`config.mk`:
```
export PLATFORM = sky130hd
export DESIGN_NAME = dmem_arbiter
export DESIGN_NICKNAME = d
export VERILOG_FILES = /design/src/rtl/dmem_arbiter_pkg.sv /design/src/rtl/rr_arbiter2.sv /design/src/rtl/dmem_arbiter.sv
export SDC_FILE = /design/constraint.sdc
export NUM_CORES = 1
export LEC_CHECK = 0
export BUFFER_PORTS_ARGS = -buffer_cell sky130_fd_sc_hd__buf_2
export CORE_AREA = 2 2 114 116
export CTS_BUF_LIST = sky130_fd_sc_hd__clkbuf_8
export CTS_CLUSTER_SIZE = 20
export DETAILED_ROUTE_END_ITERATION = 10
export DIE_AREA = 0 0 116 118
export HOLD_SLACK_MARGIN = 0.1
export PLACE_DENSITY_LB_ADDON = 0.05
export SYNTH_ARGS = -nofsm -noshare
export SYNTH_HDL_FRONTEND = slang
export SYNTH_SLANG_ARGS = --single-unit
```
`constraint.sdc`:
```
create_clock -name clk_i -period 4.1 [get_ports clk_i]
set_input_delay 0.41 -clock clk_i [delete_from_list [all_inputs] [get_ports clk_i]]
set_output_delay 0.41 -clock clk_i [all_outputs]
set_load 0.01 [all_outputs]
```
`src/rtl/dmem_arbiter_pkg.sv`:
```
// Shared types and constants for the two-requester data-RAM arbiter.
package dmem_arbiter_pkg;

    localparam int unsigned ADDR_W        = 32;
    localparam int unsigned DATA_W        = 32;
    localparam int unsigned STRB_W        = 4;
    localparam int unsigned DEF_MEM_DEPTH = 16384;

    typedef enum logic [1:0] {
        ST_IDLE  = 2'd0,
        ST_ISSUE = 2'd1,
        ST_WAIT  = 2'd2,
        ST_DONE  = 2'd3
    } state_e;

    localparam logic GNT_M0 = 1'b0;
    localparam logic GNT_M1 = 1'b1;

    typedef struct packed {
        logic              wen;
        logic [ADDR_W-1:0] addr;
        logic [DATA_W-1:0] wdata;
        logic [STRB_W-1:0] strb;
    } mem_req_t;

    // Request payload of the granted requester.
    function automatic mem_req_t pick_req(input logic gnt_id, input mem_req_t req0,
                                          input mem_req_t req1);
        return (gnt_id == GNT_M1) ? req1 : req0;
    endfunction

endpackage

```
`src/rtl/rr_arbiter2.sv`:
```
// Combinational two-way round-robin pick; the caller owns last_grant.
module rr_arbiter2
    import dmem_arbiter_pkg::*;
(
    input  logic [1:0] i_req,
    input  logic       i_last_grant,
    output logic       o_gnt_valid_c,
    output logic       o_gnt_id_c
);

    assign o_gnt_valid_c = |i_req;

    // On contention the requester that was not served last wins.
    always_comb begin
        o_gnt_id_c = GNT_M0;
        if (i_req == 2'b11) begin
            o_gnt_id_c = ~i_last_grant;
        end else if (i_req[1]) begin
            o_gnt_id_c = GNT_M1;
        end
    end

endmodule

```
`src/rtl/dmem_arbiter.sv`:
```
// Round-robin arbiter/sequencer placing two valid/done requesters onto a
// single-port synchronous RAM; one access at a time, IDLE->ISSUE->WAIT->DONE.
module dmem_arbiter
    import dmem_arbiter_pkg::*;
#(
    parameter int unsigned MEM_DEPTH = DEF_MEM_DEPTH
) (
    input  logic                         clk_i,
    input  logic                         rst_i,

    input  logic                         m0_valid_i,
    input  logic                         m0_wen_i,
    input  logic [31:0]                  m0_addr_i,
    input  logic [31:0]                  m0_wdata_i,
    input  logic [3:0]                   m0_strb_i,
    output logic [31:0]                  m0_rdata_o,
    output logic                         m0_done_o,

    input  logic                         m1_valid_i,
    input  logic                         m1_wen_i,
    input  logic [31:0]                  m1_addr_i,
    input  logic [31:0]                  m1_wdata_i,
    input  logic [3:0]                   m1_strb_i,
    output logic [31:0]                  m1_rdata_o,
    output logic                         m1_done_o,

    output logic                         ram_en_o,
    output logic                         ram_wen_o,
    output logic [$clog2(MEM_DEPTH)-1:0] ram_addr_o,
    output logic [31:0]                  ram_wdata_o,
    output logic [3:0]                   ram_wstrb_o,
    input  logic [31:0]                  ram_rdata_i
);

    localparam int unsigned RAM_AW = $clog2(MEM_DEPTH);

    state_e             r_state,      w_state;
    logic               r_last_grant, w_last_grant;
    logic               r_gnt_id,     w_gnt_id;
    logic               r_wen,        w_wen;
    logic               r_ram_en,     w_ram_en;
    logic               r_ram_wen,    w_ram_wen;
    logic [RAM_AW-1:0]  r_ram_addr,   w_ram_addr;
    logic [DATA_W-1:0]  r_ram_wdata,  w_ram_wdata;
    logic [STRB_W-1:0]  r_ram_wstrb,  w_ram_wstrb;
    logic [DATA_W-1:0]  r_m0_rdata,   w_m0_rdata;
    logic [DATA_W-1:0]  r_m1_rdata,   w_m1_rdata;
    logic               r_m0_done,    w_m0_done;
    logic               r_m1_done,    w_m1_done;

    mem_req_t           w_m0_req;
    mem_req_t           w_m1_req;
    mem_req_t           w_sel_req;
    logic               w_arb_valid;
    logic               w_arb_id;
    logic               w_unused_addr;

    assign w_m0_req  = {m0_wen_i, m0_addr_i, m0_wdata_i, m0_strb_i};
    assign w_m1_req  = {m1_wen_i, m1_addr_i, m1_wdata_i, m1_strb_i};
    assign w_sel_req = pick_req(w_arb_id, w_m0_req, w_m1_req);

    // Byte offset and bits above the RAM range are dropped: accesses wrap.
    assign w_unused_addr = ^{w_sel_req.addr[ADDR_W-1:RAM_AW+2], w_sel_req.addr[1:0]};

    rr_arbiter2 u_rr_arbiter2 (
        .i_req         ({m1_valid_i, m0_valid_i}),
        .i_last_grant  (r_last_grant),
        .o_gnt_valid_c (w_arb_valid),
        .o_gnt_id_c    (w_arb_id)
    );

    // Next-state and next-output logic; every output is a registered copy.
    always_comb begin
        w_state      = r_state;
        w_last_grant = r_last_grant;
        w_gnt_id     = r_gnt_id;
        w_wen        = r_wen;
        w_ram_en     = 1'b0;
        w_ram_wen    = 1'b0;
        w_ram_addr   = r_ram_addr;
        w_ram_wdata  = r_ram_wdata;
        w_ram_wstrb  = r_ram_wstrb;
        w_m0_rdata   = r_m0_rdata;
        w_m1_rdata   = r_m1_rdata;
        w_m0_done    = 1'b0;
        w_m1_done    = 1'b0;

        case (r_state)
            ST_IDLE: begin
                if (w_arb_valid) begin
                    w_state      = ST_ISSUE;
                    w_gnt_id     = w_arb_id;
                    w_last_grant = w_arb_id;
                    w_wen        = w_sel_req.wen;
                    w_ram_en     = 1'b1;
                    w_ram_wen    = w_sel_req.wen;
                    w_ram_addr   = w_sel_req.addr[RAM_AW+1:2];
                    w_ram_wdata  = w_sel_req.wdata;
                    w_ram_wstrb  = w_sel_req.wen ? w_sel_req.strb : STRB_W'(0);
                end
            end
            ST_ISSUE: begin
                w_state = ST_WAIT;
            end
            ST_WAIT: begin
                // RAM data is valid this cycle; done lands in DONE.
                if (!r_wen) begin
                    if (r_gnt_id == GNT_M1) begin
                        w_m1_rdata = ram_rdata_i;
                    end else begin
                        w_m0_rdata = ram_rdata_i;
                    end
                end
                w_m0_done = (r_gnt_id == GNT_M0);
                w_m1_done = (r_gnt_id == GNT_M1);
                w_state   = ST_DONE;
            end
            ST_DONE: begin
                w_state = ST_IDLE;
            end
            default: begin
                w_state = ST_IDLE;
            end
        endcase
    end

    always_ff @(posedge clk_i) begin
        if (rst_i) begin
            r_state      <= ST_IDLE;
            r_last_grant <= GNT_M1;
            r_gnt_id     <= GNT_M0;
            r_wen        <= 1'b0;
            r_ram_en     <= 1'b0;
            r_ram_wen    <= 1'b0;
            r_ram_addr   <= '0;
            r_ram_wdata  <= '0;
            r_ram_wstrb  <= '0;
            r_m0_rdata   <= '0;
            r_m1_rdata   <= '0;
            r_m0_done    <= 1'b0;
            r_m1_done    <= 1'b0;
        end else begin
            r_state      <= w_state;
            r_last_grant <= w_last_grant;
            r_gnt_id     <= w_gnt_id;
            r_wen        <= w_wen;
            r_ram_en     <= w_ram_en;
            r_ram_wen    <= w_ram_wen;
            r_ram_addr   <= w_ram_addr;
            r_ram_wdata  <= w_ram_wdata;
            r_ram_wstrb  <= w_ram_wstrb;
            r_m0_rdata   <= w_m0_rdata;
            r_m1_rdata   <= w_m1_rdata;
            r_m0_done    <= w_m0_done;
            r_m1_done    <= w_m1_done;
        end
    end

    assign ram_en_o    = r_ram_en;
    assign ram_wen_o   = r_ram_wen;
    assign ram_addr_o  = r_ram_addr;
    assign ram_wdata_o = r_ram_wdata;
    assign ram_wstrb_o = r_ram_wstrb;
    assign m0_rdata_o  = r_m0_rdata;
    assign m0_done_o   = r_m0_done;
    assign m1_rdata_o  = r_m1_rdata;
    assign m1_done_o   = r_m1_done;

endmodule

```
* Yosys cells after proc, flatten, opt, wreduce, memory -nomap -nowiden *
Index checks and enable logic that the tools add are counted.

storage, ports and cells
  flip-flop bits (word level) = 123
  input bits = 174
  output and inout port bits = 118
  word-level logic and storage cells = 39

cells by class
  eq/ne operators = 5
  muxes and demuxes = 7
  bitwise logic cells = 6
  reductions and logical operators = 8

operators by type and width
  kind                                           count
  2-to-1 mux 69 bit                              1
  one-hot mux 2 bit (4 select lines)             1
  == test 2 bit, second input constant           3
  NOT 1 bit                                      6
  AND reduction 3 bit                            2
  OR reduction 2 bit                             3
  2-to-1 mux 4 bit                               1
  2-to-1 mux 1 bit                               3
  OR reduction 3 bit                             1
  == test 2 x 1 -> 1 bit, second input constant  1
  logical NOT 2 bit                              1
  2-to-1 mux 2 bit                               1
  != test 2 x 1 -> 1 bit, second input constant  1
  AND reduction 2 bit                            1

* Logic depth before layout (Yosys ltp) *
Gate-level depths: netlist of run 1.

  word-level depth = 4
  gate-level depth with buffers = 7
  depth with buffers taken out = 5

* Hierarchy *
From an unflattened synthesis of run 1, not the netlist that was laid out.

unflattened totals
  cell total of the unflattened synthesis = 541
  area, all modules = 4775.8 um^2

by module, submodules not included
  module        instances  cells an instance  area an instance (um^2)  sequential area each (um^2)
  dmem_arbiter  1          539                4762.1                   2462.4
  rr_arbiter2   1          2                  13.8                     0.0

* Worst setup path before layout of run 1 *
No wires, ideal clock.

  path kind = register to register
  start = reg r_state[0]
  end = reg r_m0_rdata[1] (netlist: m0_rdata_o[1])
  setup time = 132 ps
  arrival = 1334 ps
  required time = 3968 ps
  setup slack = 2634 ps
  cell stages (with the launch flop) = 8
  buffers on the path = 2
  clock period less this slack = 1466 ps
  cell sequence = dfxtp_1 inv_1 ha_1 or3b_1 clkbuf_1 buf_2 nand2_1 a21oi_1

on the way
  longest elaborated chain between the ends = 2

ends and longest elaborated chain
  element                               line                 RTL
  from (decl)                           dmem_arbiter.sv:37   state_e r_state, w_state;
  from (signal assigned)                dmem_arbiter.sv:143  r_state <= w_state;
  == test 2 bit                         dmem_arbiter.sv:88   case (r_state)
  AND reduction 3 bit (no source line)  n/a
  to (signal assigned)                  dmem_arbiter.sv:152  r_m0_rdata <= w_m0_rdata;
  to (decl)                             dmem_arbiter.sv:46   logic [DATA_W-1:0] r_m0_rdata, w_m0_rdata;

Every way passes these cells.
A chain may end at the register's enable or synchronous reset.

* Worst setup path after layout of run 1 *
  start = reg r_state[0]
  end = reg r_m1_rdata[18] (netlist: m1_rdata_o[18])

on the way
  longest elaborated chain between the ends = 2

ends and longest elaborated chain
  element                               line                 RTL
  == test 2 bit                         dmem_arbiter.sv:88
  AND reduction 3 bit (no source line)  n/a
  to (signal assigned)                  dmem_arbiter.sv:153  r_m1_rdata <= w_m1_rdata;
  to (decl)                             dmem_arbiter.sv:47   logic [DATA_W-1:0] r_m1_rdata, w_m1_rdata;

Every way passes these cells.

==> metrics.txt, run 1 <==
# TYPE chip_impl_metric gauge
chip_impl_metric{name="dr.pass1.iters",unit=""} 4
chip_impl_metric{name="yosysWarningCount",unit=""} 0
chip_impl_metric{name="power-per-cell-area",unit="nW/um^2"} 595
chip_impl_metric{name="post-route-min-period",unit="ns"} 2.09
chip_impl_metric{name="post-route-period-util",unit="%"} 51.0
chip_impl_metric{name="synth_edf_count",unit=""} 0
chip_impl_metric{name="floorplan.die_area",unit="um^2"} 13700
chip_impl_metric{name="grt_pass1_vias",unit=""} 4524
chip_impl_metric{name="regToRegSetupSlack",unit="ns"} 2.01
chip_impl_info{name="critPathKind",value="flip-flop to flip-flop"} 1
chip_impl_metric{name="max_cap_violations",unit=""} 0
chip_impl_metric{name="clock_sink_count",unit=""} 123
chip_impl_info{name="cts_tree",value="built"} 1
chip_impl_metric{name="pre_cts_setup_slack",unit="ns"} 1.93
chip_impl_info{name="timing.critical_path.to_type",value="flip-flop"} 1
chip_impl_metric{name="clock_latency",unit="ns"} 0.43
chip_impl_metric{name="synthDistinctLibCells",unit=""} 32
chip_impl_info{name="setup.worst_path.start_class",value="flip-flop"} 1
chip_impl_metric{name="drtIter0Drc",unit=""} 238
chip_impl_metric{name="dr_total_vias",unit=""} 4859
chip_impl_info{name="path_cells",value="inv_1, ha_1, and3b_1, buf_4, nand2_1, a21oi_1"} 1
chip_impl_metric{name="layout.nets",unit=""} 1009
chip_impl_metric{name="netlist_area",unit="um^2"} 4920
chip_impl_metric{name="buffer_and_inverter_count_on_the_worst_path",unit=""} 2
chip_impl_metric{name="syn2layout_area_growth",unit="%"} 33.9
chip_impl_metric{name="postSynth.asyncResetShare",unit="%"} 0
chip_impl_metric{name="worst_slew_pin_slew",unit="ns"} 1.15
chip_impl_metric{name="num_antenna_cells",unit=""} 0
chip_impl_metric{name="antenna_violating_nets_post_route",unit=""} 0
chip_impl_info{name="status",value="completed"} 1
chip_impl_metric{name="grt-ovfl-total",unit=""} 0
chip_impl_metric{name="multi_input_area",unit="um^2"} 2180
chip_impl_metric{name="layout.cell_area.non_filler",unit="um^2"} 6590
chip_impl_metric{name="finalHoldViolations",unit=""} 0
chip_impl_metric{name="final_layout_size_suffix_gt1_share",unit="%"} 37.1
chip_impl_metric{name="ir_drop",unit="mV"} 0.323
chip_impl_info{name="ys_top_cells_by_area",value="sky130_fd_sc_hd__dfxtp_1 (50%), sky130_fd_sc_hd__nand2_1 (16%), sky130_fd_sc_hd__a21oi_1 (6.6%), sky130_fd_sc_hd__a311oi_1 (6.6%), sky130_fd_sc_hd__nor2_1 (4.0%)"} 1
chip_impl_metric{name="worst_ep_required_time",unit="ns"} 4.45
chip_impl_metric{name="die_h",unit="um"} 118
chip_impl_metric{name="detail_route.vias_per_cell",unit=""} 4.79
chip_impl_metric{name="sequential_area_share_after_synthesis",unit="%"} 50.1
chip_impl_metric{name="gpl_wtd_cong",unit=""} 0.743
chip_impl_metric{name="rows",unit=""} 41
chip_impl_metric{name="dieWidth",unit="um"} 116
chip_impl_metric{name="io_buffers",unit=""} 255
chip_impl_metric{name="crit_path_max_incr_delay",unit="ns"} 0.90
chip_impl_metric{name="worst-endpoint-arrival",unit="ns"} 2.44
chip_impl_metric{name="worst_setup_hold_path_clk_slew",unit="ns"} 0.07
chip_impl_metric{name="synthesis.instances",unit=""} 600
chip_impl_metric{name="pin_count",unit=""} 292
chip_impl_metric{name="fillerInstances",unit=""} 1286
chip_impl_metric{name="grt_util_all_layers",unit="%"} 20.4
chip_impl_info{name="cts.root.buffer_cell",value="sky130_fd_sc_hd__clkbuf_8"} 1
chip_impl_metric{name="synth.ff_latch_count",unit=""} 123
chip_impl_metric{name="hold_buffers",unit=""} 0
chip_impl_metric{name="clk_path_buf_depth",unit=""} 2
chip_impl_info{name="synth_common_cells",value="sky130_fd_sc_hd__nand2_1 (212), sky130_fd_sc_hd__dfxtp_1 (123), sky130_fd_sc_hd__a21oi_1 (65)"} 1
chip_impl_info{name="synth_top_cell_by_area",value="sky130_fd_sc_hd__dfxtp_1"} 1
chip_impl_metric{name="remaining_drc_errors",unit=""} 0
chip_impl_metric{name="post-dp-hpwl",unit="um"} 9670
chip_impl_info{name="synth.most_common_cell",value="sky130_fd_sc_hd__nand2_1"} 1
chip_impl_metric{name="drt_wl_total",unit="um"} 13900
chip_impl_metric{name="syn_area_per_cell",unit="um^2"} 8.20
chip_impl_metric{name="core-area",unit="um^2"} 12400
chip_impl_metric{name="yosysTopAreaCellShare",unit="%"} 50.1
chip_impl_metric{name="syn-num-nets",unit=""} 777
chip_impl_metric{name="worst_path_max_fanout",unit=""} 27
chip_impl_metric{name="initial_standard_cell_utilization_of_the_core",unit="%"} 39.6
chip_impl_metric{name="area.sequential",unit="um^2"} 2460
chip_impl_metric{name="cts_buffers",unit=""} 17
chip_impl_metric{name="skew",unit="ns"} 0.00874
chip_impl_metric{name="fmax",unit="MHz"} 478
chip_impl_metric{name="placement_stage_cell_area",unit="um^2"} 6200
chip_impl_info{name="rsz0062_at_grt",value="false"} 1
chip_impl_metric{name="leakagePower",unit="nW"} 3.07
chip_impl_metric{name="grt_antenna_before_repair",unit=""} 0
chip_impl_info{name="timing.hold.worst.class",value="input port to flip-flop"} 1
chip_impl_metric{name="finalSetupViolations",unit=""} 0
chip_impl_metric{name="first_pass_grt_wire_length",unit="um"} 22100
chip_impl_metric{name="drv_slew",unit=""} 0
chip_impl_info{name="main_flop_type_after_synthesis",value="sky130_fd_sc_hd__dfxtp_1"} 1
chip_impl_metric{name="timing.setup.tns",unit="ns"} 0
chip_impl_metric{name="cts_htree_levels",unit=""} 4
chip_impl_metric{name="postcts_setup_bufs",unit=""} 0
chip_impl_metric{name="grt_max_degree",unit=""} 95
chip_impl_metric{name="post_drt_wl_per_cell",unit="um"} 13.7
chip_impl_info{name="cp_top_family",value="simple AND/OR/NAND/NOR gates"} 1
chip_impl_metric{name="post_cts_sizing_count",unit=""} 0
chip_impl_metric{name="slew_headroom",unit="%"} 23.6
chip_impl_info{name="critical-path-slowest-cell",value="sky130_fd_sc_hd__and3b_1"} 1
chip_impl_metric{name="timing.final.ws_setup",unit="ns"} 2.01
## worst paths after layout
| check | startpoint | to | cells after the start |
|---|---|---|---|
| hold / removal | ram_rdata_i[19] | m1_rdata_o[19]$_SDFFE_PP0P_ | 3 |
| setup reg to reg | r_state[0]$_SDFFE_PP0P_ | m1_rdata_o[18]$_SDFFE_PP0P_ | 6 |
| hold reg to reg | m1_rdata_o[7]$_SDFFE_PP0P_ | m1_rdata_o[7]$_SDFFE_PP0P_ | 2 |
| setup / recovery | r_state[0]$_SDFFE_PP0P_ | m1_rdata_o[18]$_SDFFE_PP0P_ | 6 |
## area by class of cell
cell class	instances	area share [%]
Sequential cell	123	37.4
Clock buffer	18	3.76
Timing Repair Buffer	261	20.1
Multi-Input combinational cell	423	33.1
Inverter	6	0.342
Clock inverter	12	2.01
Tap cell	172	3.27
## metal layers
metal	track usage [%]	part of all wire [%]
met1	23.6	41
met2	34.3	49
met3	8.19	8.4
met4	6.40	1.6
met5	0	0
## stage by stage
step	util (%)	total power, mW	hold slack, ns	std cells
global placement	50.0	2.88	0.440	985
detailed placement	50.0	2.91	0.444	985
finish	53.0	3.92	0.222	1015
global route	53.0	4.20	0.193	1015
floorplan	-	2.47	0.477	600
CTS	53.0	3.98	0.188	1015
## power by group
part	leakage, nW	switching, mW	internal (mW)
clock	0.210	0.454	0.597
sequential	1.01	0.134	1.46
combinational	1.85	0.770	0.501
## worst reg2reg max path, cell delays in order, from the launching register on
cell	delay, ns
sky130_fd_sc_hd__dfxtp_1	0.31
sky130_fd_sc_hd__inv_1	0.09
sky130_fd_sc_hd__ha_1	0.25
sky130_fd_sc_hd__and3b_1	0.90
sky130_fd_sc_hd__buf_4	0.29
sky130_fd_sc_hd__nand2_1	0.06
sky130_fd_sc_hd__a21oi_1	0.11
## cells in the final DEF (no fill, tap or decap), drive strengths merged
cell and count:
nor3b 2, o21ai 1, o32ai 4, a21oi 65, and3b 2, clkbuf 18, inv 8, o21a 1
a21boi 1, a211oi 1, buf 261, or2 1, nor2 53, dfxtp 123, nand2 222, clkinv 7
and2 4, nand2b 3, ha 3, a21bo 1, nand3b 1, a31oi 1, mux2i 5, nor3 1
a311oi 47, a22oi 2, bufinv 3, or3b 2
## cell families (layout without fill, tap and decap cells)
| logic type | after synthesis | after routing | synth area share (%) |
|---|---|---|---|
| fa+ha+maj | 3 | 3 | 0.763 |
| flops | 123 | 123 | 50.1 |
| buf+inv | 54 | 297 | 5.98 |
| simple gates | 291 | 291 | 23.9 |
| mux | 5 | 5 | 1.02 |
| compound gates | 124 | 124 | 18.3 |
## state kept, by name, summed over array words and instances (netlist names)
signal	flops
m0_rdata_o	32
m1_rdata_o	32
ram_wdata_o	32
ram_addr_o	14
ram_wstrb_o	4
r_state	2
m0_done_o	1
m1_done_o	1
r_gnt_id	1
r_last_grant	1
r_wen	1
ram_en_o	1
ram_wen_o	1
Power figures use the tool's default switching activity.
==> run 2: changes to the inputs <==
==> constraint.sdc (replaced) <==
create_clock -name clk_i -period 2.2 [get_ports clk_i]
set_input_delay 0.22 -clock clk_i [delete_from_list [all_inputs] [get_ports clk_i]]
set_output_delay 0.22 -clock clk_i [all_outputs]
set_load 0.01 [all_outputs]
==> run 2 against run 1 <==
Against the previous run:
- global-route usage increased by 2.2 points
- critical path depth unchanged
- clock skew increased by 0.0039 ns
- largest power group unchanged
- register-to-register slack got worse by 1.8 ns
- largest cell class is now non-clock buffers
==> metrics.txt, run 2 (same netlist as run 1, synthesis figures left out) <==
# TYPE chip_impl_metric gauge
chip_impl_info{name="status",value="completed"} 1
chip_impl_metric{name="first_pass_grt_wire_length",unit="um"} 24800
chip_impl_metric{name="finalSetupViolations",unit=""} 0
chip_impl_metric{name="grt_max_degree",unit=""} 55
chip_impl_metric{name="grt_antenna_before_repair",unit=""} 0
chip_impl_info{name="most-common-layout-cells",value="sky130_fd_sc_hd__buf_2 (254), sky130_fd_sc_hd__nand2_1 (212), sky130_fd_sc_hd__dlygate4sd3_1 (125)"} 1
chip_impl_metric{name="leakagePower",unit="nW"} 3.64
chip_impl_metric{name="io_buffers",unit=""} 255
chip_impl_metric{name="postcts_setup_bufs",unit=""} 0
chip_impl_info{name="cp_top_family",value="buffers and inverters"} 1
chip_impl_metric{name="rr_worst_depth",unit=""} 6
chip_impl_metric{name="gpl_wtd_cong",unit=""} 0.757
chip_impl_metric{name="fillerInstances",unit=""} 1118
chip_impl_metric{name="cts_htree_levels",unit=""} 4
chip_impl_metric{name="dr_total_vias",unit=""} 5422
chip_impl_info{name="setup.worst_path.start_class",value="flip-flop"} 1
chip_impl_metric{name="skew",unit="ns"} 0.0127
chip_impl_metric{name="regToRegSetupSlack",unit="ns"} 0.22
chip_impl_info{name="regToRegEndpoint",value="ram_wdata_o[31]$_SDFFE_PP0P_"} 1
chip_impl_metric{name="layout.nets",unit=""} 1142
chip_impl_metric{name="core-area",unit="um^2"} 12400
chip_impl_metric{name="wl_met1",unit="um"} 6530
chip_impl_metric{name="intPower",unit="mW"} 4.98
chip_impl_metric{name="worst_path_max_fanout",unit=""} 23
chip_impl_metric{name="multi_input_area",unit="um^2"} 2190
chip_impl_metric{name="antenna_violating_nets_post_route",unit=""} 0
chip_impl_metric{name="drt_wl_total",unit="um"} 15800
chip_impl_info{name="timing.hold.worst.class",value="input port to flip-flop"} 1
chip_impl_metric{name="met2_length",unit="um"} 7950
chip_impl_metric{name="grt_pass1_vias",unit=""} 5352
chip_impl_metric{name="dr_wl_met3",unit="um"} 1000
chip_impl_metric{name="worst-endpoint-arrival",unit="ns"} 2.28
chip_impl_metric{name="dr.pass1.iters",unit=""} 4
chip_impl_metric{name="power-per-cell-area",unit="nW/um^2"} 967
chip_impl_metric{name="timing.setup.tns",unit="ns"} 0
chip_impl_metric{name="max_cap_violations",unit=""} 0
chip_impl_metric{name="clk_path_buf_depth",unit=""} 2
chip_impl_metric{name="final_instance_count_excl_fillers",unit=""} 1150
chip_impl_info{name="launch_instance_of_the_worst_register_to_register_path",value="r_state[0]$_SDFFE_PP0P_"} 1
chip_impl_info{name="timing.critical_path.to_type",value="flip-flop"} 1
chip_impl_info{name="layout_commonest_cell",value="sky130_fd_sc_hd__buf_2"} 1
chip_impl_metric{name="p_comb_share",unit="%"} 37.2
chip_impl_metric{name="remaining_drc_errors",unit=""} 0
chip_impl_metric{name="area.sequential",unit="um^2"} 2460
chip_impl_metric{name="placedCellCount",unit=""} 992
chip_impl_metric{name="detail_route.vias_per_cell",unit=""} 4.71
chip_impl_metric{name="post-route-period-util",unit="%"} 90.1
chip_impl_info{name="critical-path-slowest-cell",value="sky130_fd_sc_hd__dlygate4sd3_1"} 1
chip_impl_metric{name="clock_latency",unit="ns"} 0.41
chip_impl_metric{name="fmax",unit="MHz"} 504
chip_impl_metric{name="rows",unit=""} 41
chip_impl_metric{name="clock_sink_count",unit=""} 123
chip_impl_metric{name="finalHoldViolations",unit=""} 0
chip_impl_metric{name="worst_ep_required_time",unit="ns"} 2.50
chip_impl_info{name="highest-signal-layer",value="met4"} 1
chip_impl_metric{name="grt-ovfl-total",unit=""} 0
chip_impl_metric{name="power.sequential.fraction",unit="%"} 38.8
chip_impl_metric{name="drv_slew",unit=""} 0
chip_impl_metric{name="worst_setup_hold_path_clk_slew",unit="ns"} 0.07
chip_impl_metric{name="clkPwrFrac",unit="%"} 24.0
chip_impl_metric{name="hold_path_depth",unit=""} 3
chip_impl_metric{name="post_drt_wl_per_cell",unit="um"} 13.8
chip_impl_metric{name="drtIter0Drc",unit=""} 314
chip_impl_metric{name="floorplan.die_area",unit="um^2"} 13700
chip_impl_metric{name="post-dp-hpwl",unit="um"} 10000
chip_impl_metric{name="final_layout_size_suffix_gt1_share",unit="%"} 33.1
chip_impl_metric{name="post-route-min-period",unit="ns"} 1.98
chip_impl_info{name="hold_path_startpoint",value="m0_wen_i"} 1
chip_impl_metric{name="net-switching-power",unit="mW"} 2.69
chip_impl_metric{name="syn2layout_area_growth",unit="%"} 61.3
chip_impl_metric{name="cts_buffers",unit=""} 17
chip_impl_metric{name="power.share.switching",unit="%"} 35.1
chip_impl_metric{name="num_antenna_cells",unit=""} 0
chip_impl_info{name="critPathKind",value="flip-flop to flip-flop"} 1
chip_impl_info{name="cts.root.buffer_cell",value="sky130_fd_sc_hd__clkbuf_8"} 1
chip_impl_metric{name="buffer_and_inverter_count_on_the_worst_path",unit=""} 3
chip_impl_info{name="cts_tree",value="built"} 1
chip_impl_metric{name="slew_headroom",unit="%"} 64.5
chip_impl_info{name="rsz0062_at_grt",value="false"} 1
chip_impl_metric{name="die_h",unit="um"} 118
chip_impl_metric{name="initial_standard_cell_utilization_of_the_core",unit="%"} 39.6
chip_impl_metric{name="worst_slew_pin_slew",unit="ns"} 0.532
chip_impl_metric{name="grt_util_all_layers",unit="%"} 22.6
chip_impl_metric{name="crit_path_max_incr_delay",unit="ns"} 0.57
chip_impl_metric{name="dieWidth",unit="um"} 116
chip_impl_info{name="min_delay_worst_endpoint",value="r_wen$_SDFFE_PP0P_"} 1
chip_impl_info{name="path_cells",value="inv_1, ha_2, o21a_4, buf_12, a311oi_1, dlygate4sd3_1"} 1
chip_impl_metric{name="pin_count",unit=""} 292
chip_impl_metric{name="ir_drop",unit="mV"} 0.441
[run 2: worst register-to-register path, stage by stage, from the launching register on]
cell and delay (ns):
sky130_fd_sc_hd__dfxtp_1 0.31, sky130_fd_sc_hd__inv_1 0.10, sky130_fd_sc_hd__ha_2 0.29, sky130_fd_sc_hd__o21a_4 0.29
sky130_fd_sc_hd__buf_12 0.20, sky130_fd_sc_hd__a311oi_1 0.11, sky130_fd_sc_hd__dlygate4sd3_1 0.57
[run 2: power by group through the flow]
stage                     logic (mW)  registers, mW  clock network [mW]
after CTS                       2.81           2.97                1.92
after detailed placement        2.52           3.02                   0
final                           2.85           2.98                1.84
after global placement          2.46           3.00                   0
after global routing            3.15           3.03                2.00
after floorplan                 1.38           3.23                   0
[run 2: area by class of cell]
type / instances / area share [%]
clock buffer: 20 / 3.47
inverter: 6 / 0.284
timing repair buffer: 393 / 33.6
clock inverter: 12 / 1.26
tap: 172 / 2.71
multi-input combinational: 424 / 27.6
sequential: 123 / 31.0
[run 2: what timing repair did]
| action | 4_1_cts | 5_1_grt |
|---|---|---|
| setup endpoints to repair | 0 | 15 |
| resized for setup | 0 | 1 |
| hold buffers | 125 | 0 |
| endpoints found under the hold margin | 111 | 0 |
[run 2: worst max-delay path by stage]
stage               cells past startpoint               startpoint  slack (ns)                            to
floorplan                               7  r_state[0]$_SDFFE_PP0P_        0.73    m0_rdata_o[1]$_SDFFE_PP0P_
global placement                        6  r_state[0]$_SDFFE_PP0P_        0.46    ram_addr_o[2]$_SDFFE_PP0P_
detailed placement                      6  r_state[0]$_SDFFE_PP0P_        0.38  ram_wdata_o[26]$_SDFFE_PP0P_
CTS                                     6  r_state[0]$_SDFFE_PP0P_        0.06  ram_wdata_o[31]$_SDFFE_PP0P_
global route                            6  r_state[0]$_SDFFE_PP0P_        0.07  ram_wdata_o[31]$_SDFFE_PP0P_
finish                                  6  r_state[0]$_SDFFE_PP0P_        0.22  ram_wdata_o[31]$_SDFFE_PP0P_
[run 2: layer usage]
metal,vias to the layer above,track usage (%)
li1,2743,-
met2,177,39.8
met5,-,0
met3,28,6.69
met4,0,9.38
met1,2474,25.1
[run 2: per-stage QoR]
stage,util (%),power (mW),cell area [um^2],setup WS [ns],hold slack [ns]
6_report,63.9,7.67,7930,0.217,0.137
5_1_grt,63.9,8.18,7930,0.0724,0.142
4_1_cts,63.8,7.70,7920,0.0624,0.109
3_5_place_dp,50.7,5.54,6290,0.382,0.443
3_3_place_gp,50.7,5.46,6290,0.462,0.439
2_1_floorplan,-,4.61,4920,0.734,0.356
==> run 3: changes to the inputs <==
--- a/config.mk
+++ b/config.mk
@@ -16,3 +16,4 @@
 export SYNTH_ARGS = -nofsm -noshare
 export SYNTH_HDL_FRONTEND = slang
 export SYNTH_SLANG_ARGS = --single-unit
+export TNS_END_PERCENT = 50
==> constraint.sdc (replaced) <==
create_clock -name clk_i -period 2.4 [get_ports clk_i]
set_input_delay 0.24 -clock clk_i [delete_from_list [all_inputs] [get_ports clk_i]]
set_output_delay 0.24 -clock clk_i [all_outputs]
set_load 0.01 [all_outputs]
==> run 3 against run 2 <==
Against the previous run:
- sequential power shrank 8.7%
- critical path type unchanged
- largest power group is now combinational cells
- non-clock buffer count is the same
- final area is essentially flat
- die area is the same
- combinational power shrank 2%
- core utilization is essentially flat
- sequential cell count is the same
==> metrics.txt, run 3 (same netlist as run 1, synthesis figures left out) <==
# TYPE chip_impl_metric gauge
chip_impl_metric{name="first_pass_grt_wire_length",unit="um"} 24800
chip_impl_metric{name="leakagePower",unit="nW"} 3.71
chip_impl_metric{name="floorplan.die_area",unit="um^2"} 13700
chip_impl_metric{name="gpl_wtd_cong",unit=""} 0.731
chip_impl_info{name="path_cells",value="inv_1, ha_2, o21a_4, buf_12, nor2_1, a311oi_1, dlygate4sd3_1"} 1
chip_impl_info{name="setup.worst_path.start_class",value="flip-flop"} 1
chip_impl_metric{name="remaining_drc_errors",unit=""} 0
chip_impl_metric{name="regToRegSetupSlack",unit="ns"} 0.19
chip_impl_metric{name="worst-endpoint-arrival",unit="ns"} 2.58
chip_impl_metric{name="timing.final.ws_setup",unit="ns"} 0.191
chip_impl_metric{name="slew_headroom",unit="%"} 54.8
chip_impl_metric{name="grt-ovfl-total",unit=""} 0
chip_impl_metric{name="worst_ep_required_time",unit="ns"} 2.77
chip_impl_metric{name="detail_route.vias_per_cell",unit=""} 4.79
chip_impl_metric{name="clock_latency",unit="ns"} 0.43
chip_impl_metric{name="placedCellCount",unit=""} 991
chip_impl_metric{name="grt_antenna_before_repair",unit=""} 0
chip_impl_metric{name="worst_setup_hold_path_clk_slew",unit="ns"} 0.07
chip_impl_metric{name="worst_slew_pin_slew",unit="ns"} 0.677
chip_impl_info{name="cts.root.buffer_cell",value="sky130_fd_sc_hd__clkbuf_8"} 1
chip_impl_metric{name="cts_buffers",unit=""} 17
chip_impl_metric{name="layout.core_utilization",unit="%"} 63.9
chip_impl_info{name="timing.critical_path.to_type",value="flip-flop"} 1
chip_impl_metric{name="final_instance_count_excl_fillers",unit=""} 1148
chip_impl_info{name="hold_path_startpoint",value="m0_wen_i"} 1
chip_impl_metric{name="core-area",unit="um^2"} 12400
chip_impl_metric{name="drv_slew",unit=""} 0
chip_impl_metric{name="clock_sink_count",unit=""} 123
chip_impl_metric{name="pin_count",unit=""} 292
chip_impl_metric{name="io_buffers",unit=""} 255
chip_impl_metric{name="clk_path_buf_depth",unit=""} 2
chip_impl_metric{name="cts_htree_levels",unit=""} 4
chip_impl_info{name="cp_top_family",value="buffers and inverters"} 1
chip_impl_metric{name="ir_drop",unit="mV"} 0.505
chip_impl_info{name="critical-path-slowest-cell",value="sky130_fd_sc_hd__dlygate4sd3_1"} 1
chip_impl_info{name="most-common-layout-cells",value="sky130_fd_sc_hd__buf_2 (254), sky130_fd_sc_hd__nand2_1 (212), sky130_fd_sc_hd__dlygate4sd3_1 (126)"} 1
chip_impl_metric{name="grt_pass1_vias",unit=""} 5327
chip_impl_metric{name="postcts_setup_bufs",unit=""} 0
chip_impl_info{name="timing.hold.worst.class",value="input port to flip-flop"} 1
chip_impl_metric{name="rows",unit=""} 41
chip_impl_info{name="cts_tree",value="built"} 1
chip_impl_metric{name="skew",unit="ns"} 0.00528
chip_impl_metric{name="dieWidth",unit="um"} 116
chip_impl_info{name="layout_commonest_cell",value="sky130_fd_sc_hd__buf_2"} 1
chip_impl_metric{name="fmax",unit="MHz"} 453
chip_impl_metric{name="fillerInstances",unit=""} 1142
chip_impl_metric{name="worst_path_max_fanout",unit=""} 64
chip_impl_metric{name="initial_standard_cell_utilization_of_the_core",unit="%"} 39.6
chip_impl_metric{name="max_cap_violations",unit=""} 0
chip_impl_info{name="regToRegEndpoint",value="ram_wdata_o[24]$_SDFFE_PP0P_"} 1
chip_impl_metric{name="dr_total_vias",unit=""} 5499
chip_impl_metric{name="post-route-min-period",unit="ns"} 2.21
chip_impl_info{name="min_delay_worst_endpoint",value="ram_wen_o$_SDFF_PP0_"} 1
chip_impl_info{name="launch_instance_of_the_worst_register_to_register_path",value="r_state[0]$_SDFFE_PP0P_"} 1
chip_impl_metric{name="layout.nets",unit=""} 1141
chip_impl_metric{name="post-route-period-util",unit="%"} 92.0
chip_impl_info{name="rsz0062_at_grt",value="false"} 1
chip_impl_metric{name="syn2layout_area_growth",unit="%"} 61.2
chip_impl_metric{name="grt_max_degree",unit=""} 65
chip_impl_metric{name="finalHoldViolations",unit=""} 0
chip_impl_metric{name="drt_wl_total",unit="um"} 15600
chip_impl_metric{name="final_layout_size_suffix_gt1_share",unit="%"} 32.9
chip_impl_metric{name="dr.pass1.iters",unit=""} 5
chip_impl_metric{name="drtIter0Drc",unit=""} 279
chip_impl_metric{name="power-per-cell-area",unit="nW/um^2"} 925
chip_impl_metric{name="antenna_violating_nets_post_route",unit=""} 0
chip_impl_info{name="critPathKind",value="flip-flop to flip-flop"} 1
chip_impl_info{name="status",value="completed"} 1
chip_impl_metric{name="rr_worst_depth",unit=""} 7
chip_impl_metric{name="timing.setup.tns",unit="ns"} 0
chip_impl_metric{name="post_drt_wl_per_cell",unit="um"} 13.6
chip_impl_metric{name="grt_util_all_layers",unit="%"} 22.8
chip_impl_metric{name="buffer_and_inverter_count_on_the_worst_path",unit=""} 3
chip_impl_metric{name="die_h",unit="um"} 118
chip_impl_metric{name="num_antenna_cells",unit=""} 0
chip_impl_metric{name="crit_path_max_incr_delay",unit="ns"} 0.61
chip_impl_metric{name="hold_path_depth",unit=""} 3
chip_impl_metric{name="post-dp-hpwl",unit="um"} 9860
chip_impl_metric{name="finalSetupViolations",unit=""} 0
chip_impl_metric{name="pre_cts_setup_slack",unit="ns"} 0.738
[run 3: cell types whose count changed in the layout (fill, tap and decap cells not counted), sizes merged]
cell / change
bufinv: +1
dlygate4sd3: +1
clkbuf: +2
clkinv: -1
clkinvlp: -3
o21a: -1
buf: -1
[run 3: timing repair]
action,CTS,global route
gates resized for setup,0,2
hold buffers,126,0
endpoints found under the setup margin,0,6
endpoints found under the hold margin,111,0
[run 3: layout make-up]
| class | count | area [um^2] | area share (%) |
|---|---|---|---|
| clock buffer | 22 | 303 | 3.82 |
| tap | 172 | 215 | 2.71 |
| timing repair buffer | 393 | 2650 | 33.4 |
| sequential | 123 | 2460 | 31.1 |
| clock inverter | 9 | 95.1 | 1.20 |
| multi-input combinational | 423 | 2180 | 27.5 |
| inverter | 6 | 22.5 | 0.284 |
[run 3: worst max-delay path by stage]
stage	startpoint	endpoint	slack [ns]	depth (start not counted)
floorplan	r_state[0]$_SDFFE_PP0P_	m0_rdata_o[1]$_SDFFE_PP0P_	0.93	7
global placement	r_state[0]$_SDFFE_PP0P_	ram_wdata_o[8]$_SDFFE_PP0P_	0.83	6
detailed placement	r_state[0]$_SDFFE_PP0P_	ram_wdata_o[15]$_SDFFE_PP0P_	0.74	6
CTS	r_state[0]$_SDFFE_PP0P_	ram_wdata_o[7]$_SDFFE_PP0P_	0.19	7
global route	r_state[0]$_SDFFE_PP0P_	ram_wdata_o[24]$_SDFFE_PP0P_	0.02	7
finish	r_state[0]$_SDFFE_PP0P_	ram_wdata_o[24]$_SDFFE_PP0P_	0.19	7
[run 3: worst min-delay path: stages]
cell,delay [ns]
sky130_fd_sc_hd__buf_2,0.13
sky130_fd_sc_hd__nor2_1,0.10
sky130_fd_sc_hd__nor3_1,0.05
[run 3: through the flow]
stage          instance area, um^2  hold slack (ns)  power [mW]
2_1_floorplan                 4920            0.376        4.23
3_3_place_gp                  6260            0.438        4.97
3_5_place_dp                  6260            0.444        5.03
4_1_cts                       7920            0.102        7.35
5_1_grt                       7930            0.123        7.82
6_report                      7930            0.130        7.33
[run 3: layer usage]
| metal | share of wire (%) | vias to the layer above | track usage [%] |
|---|---|---|---|
| li1 | - | 2734 | - |
| met1 | 39 | 2515 | 24.8 |
| met2 | 50 | 213 | 39.5 |
| met3 | 8.1 | 37 | 8.14 |
| met4 | 2.8 | 0 | 9.82 |
| met5 | 0 | - | 0 |
[run 3: power by group]
part,leakage (nW),switching (mW),internal [mW],total [mW]
registers,1.01,0.229,2.50,2.72
clock network,0.213,0.780,1.04,1.82
logic,2.49,1.45,1.34,2.79
total,3.71,2.46,4.87,7.33
